--- src/rtl/counter_arbiter_pkg.sv ---
// ============================================================================
// Module  : counter_arbiter_pkg
// Purpose : Shared definitions for the counter arbiter: requester opcode
//           encodings and the sequencer state encoding.
// Revision: 1.0 - initial release
// ============================================================================
`default_nettype none

package counter_arbiter_pkg;

  // Requester opcodes, two bits per requester on the op bus
  localparam logic [1:0] OP_INC  = 2'b00;
  localparam logic [1:0] OP_LOAD = 2'b01;
  localparam logic [1:0] OP_CLR  = 2'b10;
  localparam logic [1:0] OP_READ = 2'b11;

  // Sequencer states: one operation every three cycles
  typedef enum logic [1:0] {
    S_IDLE  = 2'd0,
    S_ISSUE = 2'd1,
    S_ACK   = 2'd2
  } state_t;

endpackage

`default_nettype wire

--- src/rtl/counter_arbiter_counter.sv ---
// ============================================================================
// Module  : counter_arbiter_counter
// Purpose : The shared counter datapath. Control priority res > load > inc.
// Ports   : o    - counter value
//           in   - load data
//           res  - synchronous clear (active high)
//           load - load 'in'
//           inc  - increment by one (wraps modulo 2**WIDTH)
//           clk  - rising-edge clock
// Revision: 1.0 - initial release
// ============================================================================
`default_nettype none

module counter_arbiter_counter #(
  parameter int WIDTH = 16
) (
  output logic [WIDTH-1:0] o,
  input  logic [WIDTH-1:0] in,
  input  logic             res,
  input  logic             load,
  input  logic             inc,
  input  logic             clk
);

  always_ff @(posedge clk) begin
    if (res)       o <= '0;
    else if (load) o <= in;
    else if (inc)  o <= o + 1'b1;
  end

endmodule

`default_nettype wire

--- src/rtl/counter_arbiter.sv ---
// ============================================================================
// Module  : counter_arbiter
// Purpose : Round-robin arbiter/sequencer sharing one signed counter between
//           NREQ requesters. IDLE picks a winner and latches its operation,
//           ISSUE drives one counter control, ACK pulses gnt with the result.
// Ports   : clk   - rising-edge clock
//           res   - synchronous active-high reset (aborts in-flight op)
//           req   - per-requester request level
//           op    - per-requester opcode, [2i+1:2i]
//           din   - per-requester load value, [WIDTH*(i+1)-1:WIDTH*i]
//           gnt   - one-hot completion pulse
//           count - counter value
//           busy  - high in ISSUE and ACK
//           ovf   - saturation flag aligned with gnt
// Config  : COUNTER_ARB_SAT_EN - INC at the maximum positive value holds the
//           count and raises ovf; otherwise INC wraps and ovf is 0.
// Revision: 1.0 - initial release
// ============================================================================
`default_nettype none

module counter_arbiter
  import counter_arbiter_pkg::*;
#(
  parameter int NREQ  = 4,
  parameter int WIDTH = 16
) (
  input  logic                  clk,
  input  logic                  res,
  input  logic [NREQ-1:0]       req,
  input  logic [2*NREQ-1:0]     op,
  input  logic [WIDTH*NREQ-1:0] din,
  output logic [NREQ-1:0]       gnt,
  output logic [WIDTH-1:0]      count,
  output logic                  busy,
  output logic                  ovf
);

  localparam int IDXW = (NREQ > 1) ? $clog2(NREQ) : 1;

  state_t            state, state_nxt;
  logic [IDXW-1:0]   ptr;
  logic [IDXW-1:0]   win;
  logic [IDXW-1:0]   pick;
  logic [1:0]        lat_op;
  logic [WIDTH-1:0]  lat_din;
  logic              ctr_res, ctr_load, ctr_inc;
  logic              issue_inc;

  // First asserted request scanning upward from p, wrapping modulo NREQ
  function automatic logic [IDXW-1:0] rr_pick(input logic [NREQ-1:0] r,
                                              input logic [IDXW-1:0] p);
    logic [IDXW-1:0] sel;
    logic            found;
    int              idx;
    sel   = '0;
    found = 1'b0;
    for (int k = 0; k < NREQ; k++) begin
      idx = (int'(p) + k) % NREQ;
      if (!found && r[idx]) begin
        sel   = IDXW'(idx);
        found = 1'b1;
      end
    end
    return sel;
  endfunction

  assign pick = rr_pick(req, ptr);

  // State register
  always_ff @(posedge clk) begin
    if (res) state <= S_IDLE;
    else     state <= state_nxt;
  end

  // Next-state logic
  always_comb begin
    state_nxt = state;
    case (state)
      S_IDLE:  if (|req) state_nxt = S_ISSUE;
      S_ISSUE: state_nxt = S_ACK;
      S_ACK:   state_nxt = S_IDLE;
      default: state_nxt = S_IDLE;
    endcase
  end

  // Winner latch and round-robin pointer. The operation is captured in IDLE
  // so later changes on req/op/din cannot disturb it.
  always_ff @(posedge clk) begin
    if (res) begin
      ptr     <= '0;
      win     <= '0;
      lat_op  <= OP_READ;
      lat_din <= '0;
    end else begin
      if (state == S_IDLE && (|req)) begin
        win     <= pick;
        lat_op  <= op[2*int'(pick) +: 2];
        lat_din <= din[WIDTH*int'(pick) +: WIDTH];
      end
      if (state == S_ACK)
        ptr <= (win == IDXW'(NREQ-1)) ? '0 : win + 1'b1;
    end
  end

  // Counter controls: at most one asserted, only in ISSUE. A global reset
  // also clears the counter through its res input.
  assign issue_inc = (state == S_ISSUE) && (lat_op == OP_INC);
  assign ctr_res   = res | ((state == S_ISSUE) && (lat_op == OP_CLR));
  assign ctr_load  = (state == S_ISSUE) && (lat_op == OP_LOAD);

`ifdef COUNTER_ARB_SAT_EN
  localparam logic [WIDTH-1:0] CNT_MAX = {1'b0, {(WIDTH-1){1'b1}}};
  logic at_max;
  logic ovf_pend;

  assign at_max  = (count == CNT_MAX);
  assign ctr_inc = issue_inc & ~at_max;

  // Remember the suppressed increment so the flag lines up with gnt in ACK
  always_ff @(posedge clk) begin
    if (res)                     ovf_pend <= 1'b0;
    else if (state == S_ISSUE)   ovf_pend <= issue_inc & at_max;
  end

  assign ovf = (state == S_ACK) & ovf_pend;
`else
  assign ctr_inc = issue_inc;
  assign ovf     = 1'b0;
`endif

  always_comb begin
    gnt = '0;
    if (state == S_ACK) gnt[win] = 1'b1;
  end

  assign busy = (state != S_IDLE);

  counter_arbiter_counter #(.WIDTH(WIDTH)) u_counter (
    .o    (count),
    .in   (lat_din),
    .res  (ctr_res),
    .load (ctr_load),
    .inc  (ctr_inc),
    .clk  (clk)
  );

endmodule

`default_nettype wire

--- config.mk ---
export PLATFORM = sky130hd
export DESIGN_NAME = counter_arbiter
export DESIGN_NICKNAME = d
export VERILOG_FILES = /design/src/rtl/counter_arbiter_pkg.sv /design/src/rtl/counter_arbiter_counter.sv /design/src/rtl/counter_arbiter.sv
export SDC_FILE = /design/constraint.sdc
export NUM_CORES = 1
export LEC_CHECK = 0
export BUFFER_PORTS_ARGS = -buffer_cell sky130_fd_sc_hd__buf_4
export CORE_MARGIN = 1
export CORE_UTILIZATION = 41
export CTS_CLUSTER_DIAMETER = 100
export DETAILED_ROUTE_END_ITERATION = 16
export GPL_ROUTABILITY_DRIVEN = 0
export GPL_TIMING_DRIVEN = 0
export HOLD_SLACK_MARGIN = 0.15
export PLACE_DENSITY = 0.69
export SLEW_MARGIN = 25
export SYNTH_ARGS = -nofsm -noshare
export SYNTH_HDL_FRONTEND = slang
export SYNTH_HIERARCHICAL = 1
export SYNTH_SLANG_ARGS = --single-unit
--- constraint.sdc ---
create_clock -name clk -period 1.9 [get_ports clk]
set_input_delay 0 -clock clk [delete_from_list [all_inputs] [get_ports clk]]
set_output_delay 0 -clock clk [all_outputs]
set_load 0.05 [all_outputs]
==> impl_results.md, run 1 <==
* Status: complete, no violations
* Setup TNS at 0 ns
* CTS max path bufs at 2
* Critical Path Fanout Max at 10
* #FFs+latches synth at 40
* CP Capture Type: flop
* Syn Area/Cell at 8.55 µm²
* Max-cap violations at 0
* Critical path launch point: req[2]
* Clock Latency Late Sink at ~0.28 ns
* Initial DRC count at ~120
* Worst Slack Setup Final at roughly 0.057 ns
* RSZ-0062 raised after global routing: true
* CTS Buf Count at 5
* CTS root buf: clkbuf_8
* Post-synth EDFFs at 0
* Routed Antenna Nets at 0
* TritonCTS clock tree: yes
* P&R area growth vs syn at 59.1%
* Post-Syn Nets at 388
* Pleak at 1.85 nW
* CTS H-tree depth at 2
* Class of the worst hold path: primary input to flop
* Tcrit/Tclk final at 0.970
* Slew Limit Fails at 0
* DP Worst Slack at 0.0426 ns
* Hpwl dp at 5.47 mm
* Core area at about 6000 µm²
* Via density per instance at just over 5
* Synth top area share at 0.307
* Setup Viol. Count Final at 0
* Hold path start: din[37]
* Worst Tran Pin Value at 0.530 ns
* Final WL at roughly 8.2 mm
* Async set-reset flop share out of synthesis at 0
* Final hold violations at 0
* Worst R2R Setup Slack at 0.08 ns
* Fin nets at 551
* CTS clk-pin slew, worst paths at roughly 0.070 ns
* Chip height at 81.8 µm
* First-pass GRT wire length at 12.6 mm
* CP top delay family: buffers and inverters
* Worst EP arrival at between 1.5 and 2 ns
* R2r startpoint: state[1]
* Power density cells at approximately 550 nW/µm²
* Slowest CP cell: dlygate4sd3_1
* Sequential-to-total area share from yosys stat at 0.307
* Drt first pass iters at 4
* Largest net degree at the start of global routing at 12
* Number of global-route vias before repair at 2683
* Final Critical Period at between 1.5 and 2 ns
* Synth Instances at about 310
* Top cells by area, synth: dfxtp_1 (31%), mux2i_1 (10%), a21boi_0 (4.6%)
* Netlist Area Pre-Place at 2610 µm²
* CTS Sinks at 40
* Worst vdd ir at roughly 0.00034 V
* Port Buffers at 98
* CP Data Required Time at 2.05 ns
* Synth Flop Type: dfxtp_1
* Worst Setup Start Kind: primary input
* Crit path cell chain: dlygate4sd3_1 -> buf_6 -> and2b_1 -> a211o_1 -> clkbuf_1 -> and3_1 -> o21ai_0 -> o211ai_1
* Synth area leader: dfxtp_1
* Worst clock skew at between 0.002 and 0.0025 ns
* Starting Density at 0.433
* Most frequent cells in the layout: buf_4 (98), dlygate4sd3_1 (58), dfxtp_1 (40)
* Grt total ovfl at 0
* Initial antenna violation count at 0
* FMAX at 543 MHz
* Total GRT Usage at 0.250
* Total Die Area at about 6700 µm²
* Ant diodes at 0
* Synth cell types at between 40 and 50
* Row count at 28
* Top Ports at 100
* Warnings from Yosys at 6
* Number of remaining DRC errors at 0
* CP max stage delay at 0.55 ns
* Via count at 2782
* CP Class: primary input to flop
* Chip width at 81.8 µm
* WL/cell at 15.1 µm
* Layout cells sized above 1 at 0.286
* Max transition margin at 0.647
* Most common cell after layout, fill and taps aside: buf_4
* Buffers & Inverters on Critical Path at 3
[flip-flops by register name, indices dropped and copies added (netlist names)]
name	cells
lat_din	16
u_counter/o	16
lat_op	2
ptr	2
state	2
win	2
[report_power, final]
part | switching, mW | internal (mW) | total [mW]
clock | 0.268 | 0.323 | 0.591
combinational | 0.356 | 0.377 | 0.733
sequential | 0.0650 | 0.914 | 0.979
total | 0.689 | 1.61 | 2.30
[synth_stat cells, types with 2 or more instances]
cell type and instances:
inv_1 16, nor2b_1 3, and2b_1 2, buf_6 4, o21a_1 10, nand3_1 4
nand2b_1 4, mux2i_1 26, nand2_1 26, o221ai_1 2, nand4_4 2, xnor2_1 5
o21ai_0 16, buf_2 3, ha_1 5, o21bai_1 2, nor2_1 13, o211ai_1 16
o21ai_1 2, clkbuf_1 12, nor3_1 5, and2_1 4, nor4_4 2, xor2_1 9
nor4_2 4, and3_1 16, a21boi_0 16, nand4_1 4, dfxtp_1 40, a21oi_1 17
[layer usage]
| metal | vias up | share of wire | global-route usage |
|---|---|---|---|
| met5 | - | 0 | 0 |
| met4 | 0 | 0.026 | 0.0912 |
| met3 | 20 | 0.046 | 0.0400 |
| met2 | 99 | 0.50 | 0.449 |
| met1 | 1264 | 0.43 | 0.298 |
| li1 | 1399 | - | - |
[worst reg2reg max path, stage by stage (launching register included)]
cell and delay, ns:
dfxtp_1 0.32, nor2_1 0.33, o31ai_4 0.19, a311oi_4 0.40, buf_2 0.25, o21ai_0 0.15, o211ai_1 0.11
[kinds of logic after synthesis]
logic type / count (synthesis) / synth area share
AOI/OAI and AO/OA: 87 / 0.228
muxes: 26 / 0.0998
adders and majority gates: 5 / 0.0240
xor gates and xnor gates: 14 / 0.0470
buffers and inverters: 38 / 0.0739
DFF: 40 / 0.307
and+or+nand+nor: 94 / 0.219
other: 1 / 0.00144
[stage by stage]
step                      power (mW)  hold slack (ns)  instances  utilization  instance area [µm²]
after floorplan                 1.35           0.0843        305            -                 2610
after global routing            2.41            0.167        543        0.689                 4150
after detailed placement        1.60            0.192        478        0.571                 3440
after global placement          1.59            0.190        478        0.571                 3440
final                           2.30            0.147        543        0.689                 4150
after CTS                       2.28            0.158        543        0.683                 4120
[worst paths after layout]
| kind | depth (start not counted) | endpoint |
|---|---|---|
| max | 8 | lat_din[13] |
| max reg2reg | 6 | lat_din[13] |
| min | 4 | lat_din[5] |
| min reg2reg | 2 | u_counter/o[5] |
[area by class of cell]
cell class	count	area [µm²]
Sequential cell	40	801
Multi-Input combinational cell	227	1640
Fill cell	483	1870
Inverter	16	60.1
Timing Repair Buffer	156	1320
Clock buffer	7	96.3
Tap cell	75	93.8
Buffer	22	141
[repair_timing]
item / CTS / global route
buffers inserted: 0 / 0
gates resized for setup: 0 / 14
endpoints found under the hold margin: 21 / 0
endpoints found under the setup margin: 0 / 23
hold buffers: 58 / 0
Power figures use the tool's default switching activity.
==> run 2: changes to the inputs <==
Settings changed: CORE_MARGIN 1 to 10.
==> run 2 against run 1 <==
Power down 0.27%. Via count down 0.25%. Final area up 2.0%. Sequential cell count unchanged. Sequential share of layout area down 0.38 points. Clock power down 2%. Largest power group unchanged.
==> impl_results.md, run 2 (synthesis gave the netlist of run 1 again) <==
* Worst vdd ir at 0.000362 V (+6.8%)
* Critical Path Fanout Max at 10 (unchanged)
* Most frequent cells in the layout: buf_4 (100), dlygate4sd3_1 (62), dfxtp_1 (40)
* FMAX at 539 MHz (-0.64%)
* Grt total ovfl at 0 (unchanged)
* Slew Limit Fails at 0 (unchanged)
* Routed Antenna Nets at 0 (unchanged)
* Worst Tran Pin Value at 0.541 ns (+0.0108 ns)
* CP Data Required Time at 2.06 ns (about the same)
* Setup Viol. Count Final at 0 (unchanged)
* Core area at 6280 µm² (+4.2%)
* Most common cell after layout, fill and taps aside: buf_4
* Switching Share at 0.307 (+0.00777)
* WL/cell at 16.5 µm (+9.1%)
* Initial DRC count at 114 (-8.1%)
* Worst EP arrival at 2.02 ns (+0.03 ns)
* Row count at 29 (+3.6%)
* Drt first pass iters at 4 (unchanged)
* CTS max path bufs at 2 (unchanged)
* Fin nets at 556 (+0.91%)
* CTS H-tree depth at 2 (unchanged)
* Status: complete, no violations
* Int Pwr at 1.59 mW (-1.4%)
* Layout cells sized above 1 at 0.289 (+0.00270)
* Final Critical Period at 1.85 ns (+0.0119 ns)
* Via density per instance at 5.02 (-2.1%)
* Area of the multi-input gates at 1670 µm² (+2.1%)
* P&R area growth vs syn at 62.3%
* Worst Setup Start Kind: primary input
* Max transition margin at 0.640 (-0.00723)
* Clock power frac at 0.251 (-0.006)
* First-pass GRT wire length at 14.4 mm (+14%)
* CTS root buf: clkbuf_8
* Tcrit/Tclk final at 0.976 (+0.00628)
* NetSw at 0.705 mW (+2.3%)
* Starting Density at 0.416 (-0.0173)
* Combinational share of power at 0.324 (+0.006)
* Final hold violations at 0 (unchanged)
* Initial antenna violation count at 2 (+2)
* Power density cells at 543 nW/µm² (-2.2%)
* Class of the worst hold path: primary input to flop
* Sequential share of power at 0.425 (about the same)
* Hpwl dp at 6.20 mm (+13%)
* Largest regs: lat_din (16), u_counter/o (16)
* Fillcell total at 518 (+7.2%)
* CP Capture Type: flop
* CTS clk-pin slew, worst paths at 0.08 ns (about the same)
* Total Die Area at 9950 µm² (+49%)
* Port Buffers at 98 (unchanged)
* Max-cap violations at 0 (unchanged)
* CTS Sinks at 40 (unchanged)
* Top Ports at 100 (unchanged)
* Register area at 801 µm² (unchanged)
* Worst Slack Setup Final at 0.0452 ns (-0.0119 ns)
* Chip width at 99.8 µm (+22%)
* Pleak at 1.90 nW (+3.0%)
* Setup TNS at 0 ns (unchanged)
* Clock Latency Late Sink at 0.29 ns (about the same)
* Final WL at 9.10 mm (+11%)
* TritonCTS clock tree: yes
* Number of global-route vias before repair at 2943 (+9.7%)
* Worst clock skew at 0.00602 ns (+0.00377 ns)
* CTS Buf Count at 5 (unchanged)
* DP Worst Slack at -0.00165 ns (-0.0443 ns)
* Chip height at 99.8 µm (+22%)
* Final Util at 0.675 (-0.0144)
* CP Class: primary input to flop
* Total GRT Usage at 0.177 (-0.0730)
* Number of remaining DRC errors at 0 (unchanged)
* Via count at 2775 (-0.25%)
* Largest net degree at the start of global routing at 12 (unchanged)
==> run 2: changes by cell type in the layout (fill, tap and decap cells not counted), moves of 2 or more <==
cell           change
o21ai_0            -2
buf_6              -2
clkbuf_1           +2
diode_2            +2
nor4_4             +2
buf_4              +2
nor4_2             -2
dlygate4sd3_1      +4
==> run 2: stage by stage <==
stage	hold WS [ns]	cell area (µm²)	cells	power, mW
2_1_floorplan	0.0843	2610	305	1.35
3_3_place_gp	0.192	3440	480	1.59
3_5_place_dp	0.194	3440	480	1.60
4_1_cts	0.152	4150	549	2.27
5_1_grt	0.173	4230	553	2.41
6_report	0.142	4230	553	2.30
==> run 2: routing by layer <==
| metal | up-vias | wire [µm] | GRT usage |
|---|---|---|---|
| met5 | - | 0 | 0 |
| met4 | 0 | 114 | 0.0606 |
| met3 | 7 | 590 | 0.0506 |
| met2 | 84 | 4710 | 0.315 |
| met1 | 1267 | 3690 | 0.197 |
| li1 | 1417 | - | - |
==> run 2: critical path: stages <==
cell and delay, ns:
dlygate4sd3_1 0.54, buf_4 0.15, and2b_1 0.18, a211o_1 0.33
and2_4 0.18, buf_6 0.12, buf_8 0.15, mux2i_2 0.21
o221ai_1 0.16
==> run 2: cell type report <==
| class | count | share of cell area |
|---|---|---|
| timing repair buffer | 161 | 0.322 |
| tap | 77 | 0.0228 |
| multi-input combinational | 227 | 0.395 |
| buffer | 22 | 0.0343 |
| inverter | 16 | 0.0142 |
| sequential | 40 | 0.189 |
| clock buffer | 8 | 0.0213 |
| antenna | 2 | 0.00118 |
==> run 2: path summary, 6_finish.rpt <==
check,slack (ns),cells after the start,endpoint,from
worst min-delay path,0.14,4,lat_din[6],din[6]
worst min register to register,0.48,2,u_counter/o[5],lat_din[5]
worst max register to register,0.10,7,lat_op[0],ptr[1]
worst max-delay path,0.05,9,lat_op[0],req[2]
==> run 2: power by group through the flow <==
stage | registers (mW) | logic, mW | clock network, mW
floorplan | 1.03 | 0.324 | 0
CTS | 0.974 | 0.712 | 0.579
global route | 0.988 | 0.802 | 0.620
detailed placement | 0.993 | 0.603 | 0
global placement | 0.990 | 0.597 | 0
finish | 0.976 | 0.744 | 0.577
==> run 2: timing repair <==
item                                    CTS  global route
gates resized for setup                   2            19
cloned                                    0             0
hold endpoints to repair                 21             1
setup buffers                             0             1
endpoints found under the setup margin    8            15
pin swaps                                 0             1
hold buffers                             61             1
==> run 3: changes to the inputs <==
Settings changed: CORE_UTILIZATION 41 to 45, PLACE_DENSITY 0.69 to 0.74.
==> run 3 against run 2 <==
Setup slack got worse by 0.043 ns. Die area decreased by 7.1%. Sequential power about the same. Final cell count decreased by 1.3%. Largest cell class unchanged. Highest routed layer unchanged.
==> impl_results.md, run 3 (synthesis gave the netlist of run 1 again) <==
* Hold path start: din[45]
* Reg2Reg Depth at 7 (unchanged)
* Worst Tran Pin Value at 0.510 ns (-0.0312 ns)
* Worst Setup Start Kind: primary input
* Final Critical Period at 1.90 ns (+0.0429 ns)
* Hold path cells at 4 (unchanged)
* Most frequent cells in the layout: buf_4 (98), dlygate4sd3_1 (63), dfxtp_1 (40)
* Port Buffers at 98 (unchanged)
* Final hold violations at 0 (unchanged)
* WL/cell at 17.2 µm (+4.4%)
* Chip height at 96.1 µm (-3.6%)
* Setup repair bufs after CTS at 0 (unchanged)
* Clock Latency Late Sink at 0.29 ns (about the same)
* Number of global-route vias before repair at 3017 (+2.5%)
* Fin nets at 555 (-0.18%)
* Worst EP arrival at 2.06 ns (+0.04 ns)
* CTS max path bufs at 2 (unchanged)
* CP Class: primary input to flop
* R2r startpoint: ptr[0]
* Worst R2R Setup Slack at 0.07 ns (-0.03 ns)
* Largest regs: lat_din (16), u_counter/o (16)
* Tcrit/Tclk final at 0.999 (+0.0226)
* Core area at 5570 µm² (-11%)
* Grt total ovfl at 0 (unchanged)
* Critical R2R Capture: lat_din[4]
* Chip width at 96.1 µm (-3.6%)
* Setup Viol. Count Final at 0 (unchanged)
* CP Capture Type: flop
* Layout cells sized above 1 at 0.304 (+0.0154)
* Drt first pass iters at 4 (unchanged)
* Critical Path Fanout Max at 10 (unchanged)
* Via density per instance at 5.16 (+2.9%)
* Final WL at 9.39 mm (+3.1%)
* FMAX at 527 MHz (-2.3%)
* Top Ports at 100 (unchanged)
* Total GRT Usage at 0.200 (+0.0225)
* Pleak at 1.94 nW (+2.1%)
* CP Data Required Time at 2.06 ns (about the same)
* CTS Buf Count at 5 (unchanged)
* Hpwl dp at 6.24 mm (+0.55%)
* Largest net degree at the start of global routing at 14 (+2)
* Most common cell after layout, fill and taps aside: buf_4
* CTS H-tree depth at 2 (unchanged)
* Power density cells at 621 nW/µm² (+14%)
* Total Die Area at 9240 µm² (-7.1%)
* CTS Sinks at 40 (unchanged)
* TritonCTS clock tree: yes
* Status: complete, no violations
* Worst Slack Setup Final at 0.00231 ns (-0.0429 ns)
* Number of remaining DRC errors at 0 (unchanged)
* First-pass GRT wire length at 14.7 mm (+2.0%)
* DP Worst Slack at 0.0207 ns (+0.0223 ns)
* Row count at 27 (-6.9%)
* P&R area growth vs syn at 65.7%
* Worst vdd ir at 0.000413 V (+14%)
* Inst Count DP at 475 (-1.0%)
* Setup TNS at 0 ns (unchanged)
* Slew Limit Fails at 0 (unchanged)
* Worst clock skew at 0.00897 ns (+0.00296 ns)
* Max-cap violations at 0 (unchanged)
* Hold EP: lat_din[13]
* Via count at 2818 (+1.5%)
* Routed Antenna Nets at 0 (unchanged)
* CTS root buf: clkbuf_8
* Max transition margin at 0.660 (+0.0201)
* Initial antenna violation count at 1 (-1)
* Initial DRC count at 167 (+46%)
* Starting Density at 0.468 (+0.0524)
* Post-Layout Cell Count at 546 (-1.3%)
* CTS clk-pin slew, worst paths at 0.08 ns (about the same)
* Class of the worst hold path: primary input to flop
==> run 3: cell types whose count changed in the layout (fill, tap and decap cells not counted), moves of 2 or more <==
cell and delta:
clkbuf_2 +4, bufinv_16 +3, o21ai_1 -2, buf_4 -2
clkbuf_1 -6, o21ai_0 +2
==> run 3: critical path, cell delays in order <==
cell and delay, ns:
dlygate4sd3_1 0.62, and2b_2 0.27, a211o_4 0.37, clkbuf_2 0.17
and3_1 0.19, o21ai_0 0.29, o211ai_1 0.14
==> run 3: how the worst max path moves through the flow <==
stage                   start               to  slack (ns)  depth (start not counted)
2_1_floorplan  u_counter/o[0]  u_counter/o[12]        0.15                          5
3_3_place_gp         state[1]      lat_din[13]        0.05                          6
3_5_place_dp         state[0]      lat_din[13]        0.02                          6
4_1_cts                   res  u_counter/o[11]        0.03                          8
5_1_grt                req[2]       lat_din[4]       -0.01                          7
6_report               req[2]       lat_din[4]       0.002                          7
==> run 3: repair_timing <==
action | in CTS | in global routing
endpoints found under the setup margin | 0 | 29
hold endpoints to repair | 21 | 0
hold buffers | 63 | 0
gates resized for setup | 0 | 32
==> run 3: through the flow <==
step / hold slack [ns] / power [mW] / util / area [µm²]
finish: 0.145 / 2.69 / 0.776 / 4320
global route: 0.163 / 2.80 / 0.776 / 4320
CTS: 0.150 / 2.64 / 0.758 / 4220
detailed placement: 0.207 / 1.60 / 0.616 / 3430
global placement: 0.196 / 1.58 / 0.616 / 3430
floorplan: 0.0843 / 1.35 / - / 2610
==> run 3: layout make-up <==
class                   count  area (µm²)
repair buffers            160        1360
clock buffers               5        68.8
flip-flops and latches     40         801
multi-input cells         227        1700
clock inverters             3        90.1
fillers                   403        1250
plain buffers              22         150
well taps                  72        90.1
diodes                      1        2.50
inverters                  16        60.1
==> run 3: layer usage <==
layer	share of wire	up-vias	global-route usage
li1	-	1409	-
met1	0.40	1292	0.224
met2	0.51	103	0.352
met3	0.069	14	0.0584
met4	0.018	0	0.0676
met5	0	-	0
==> run 3: where the power goes <==
part           leakage, nW  switching (mW)  internal [mW]
sequential           0.327          0.0654          0.914
combinational         1.53           0.367          0.392
clock               0.0784           0.290          0.657
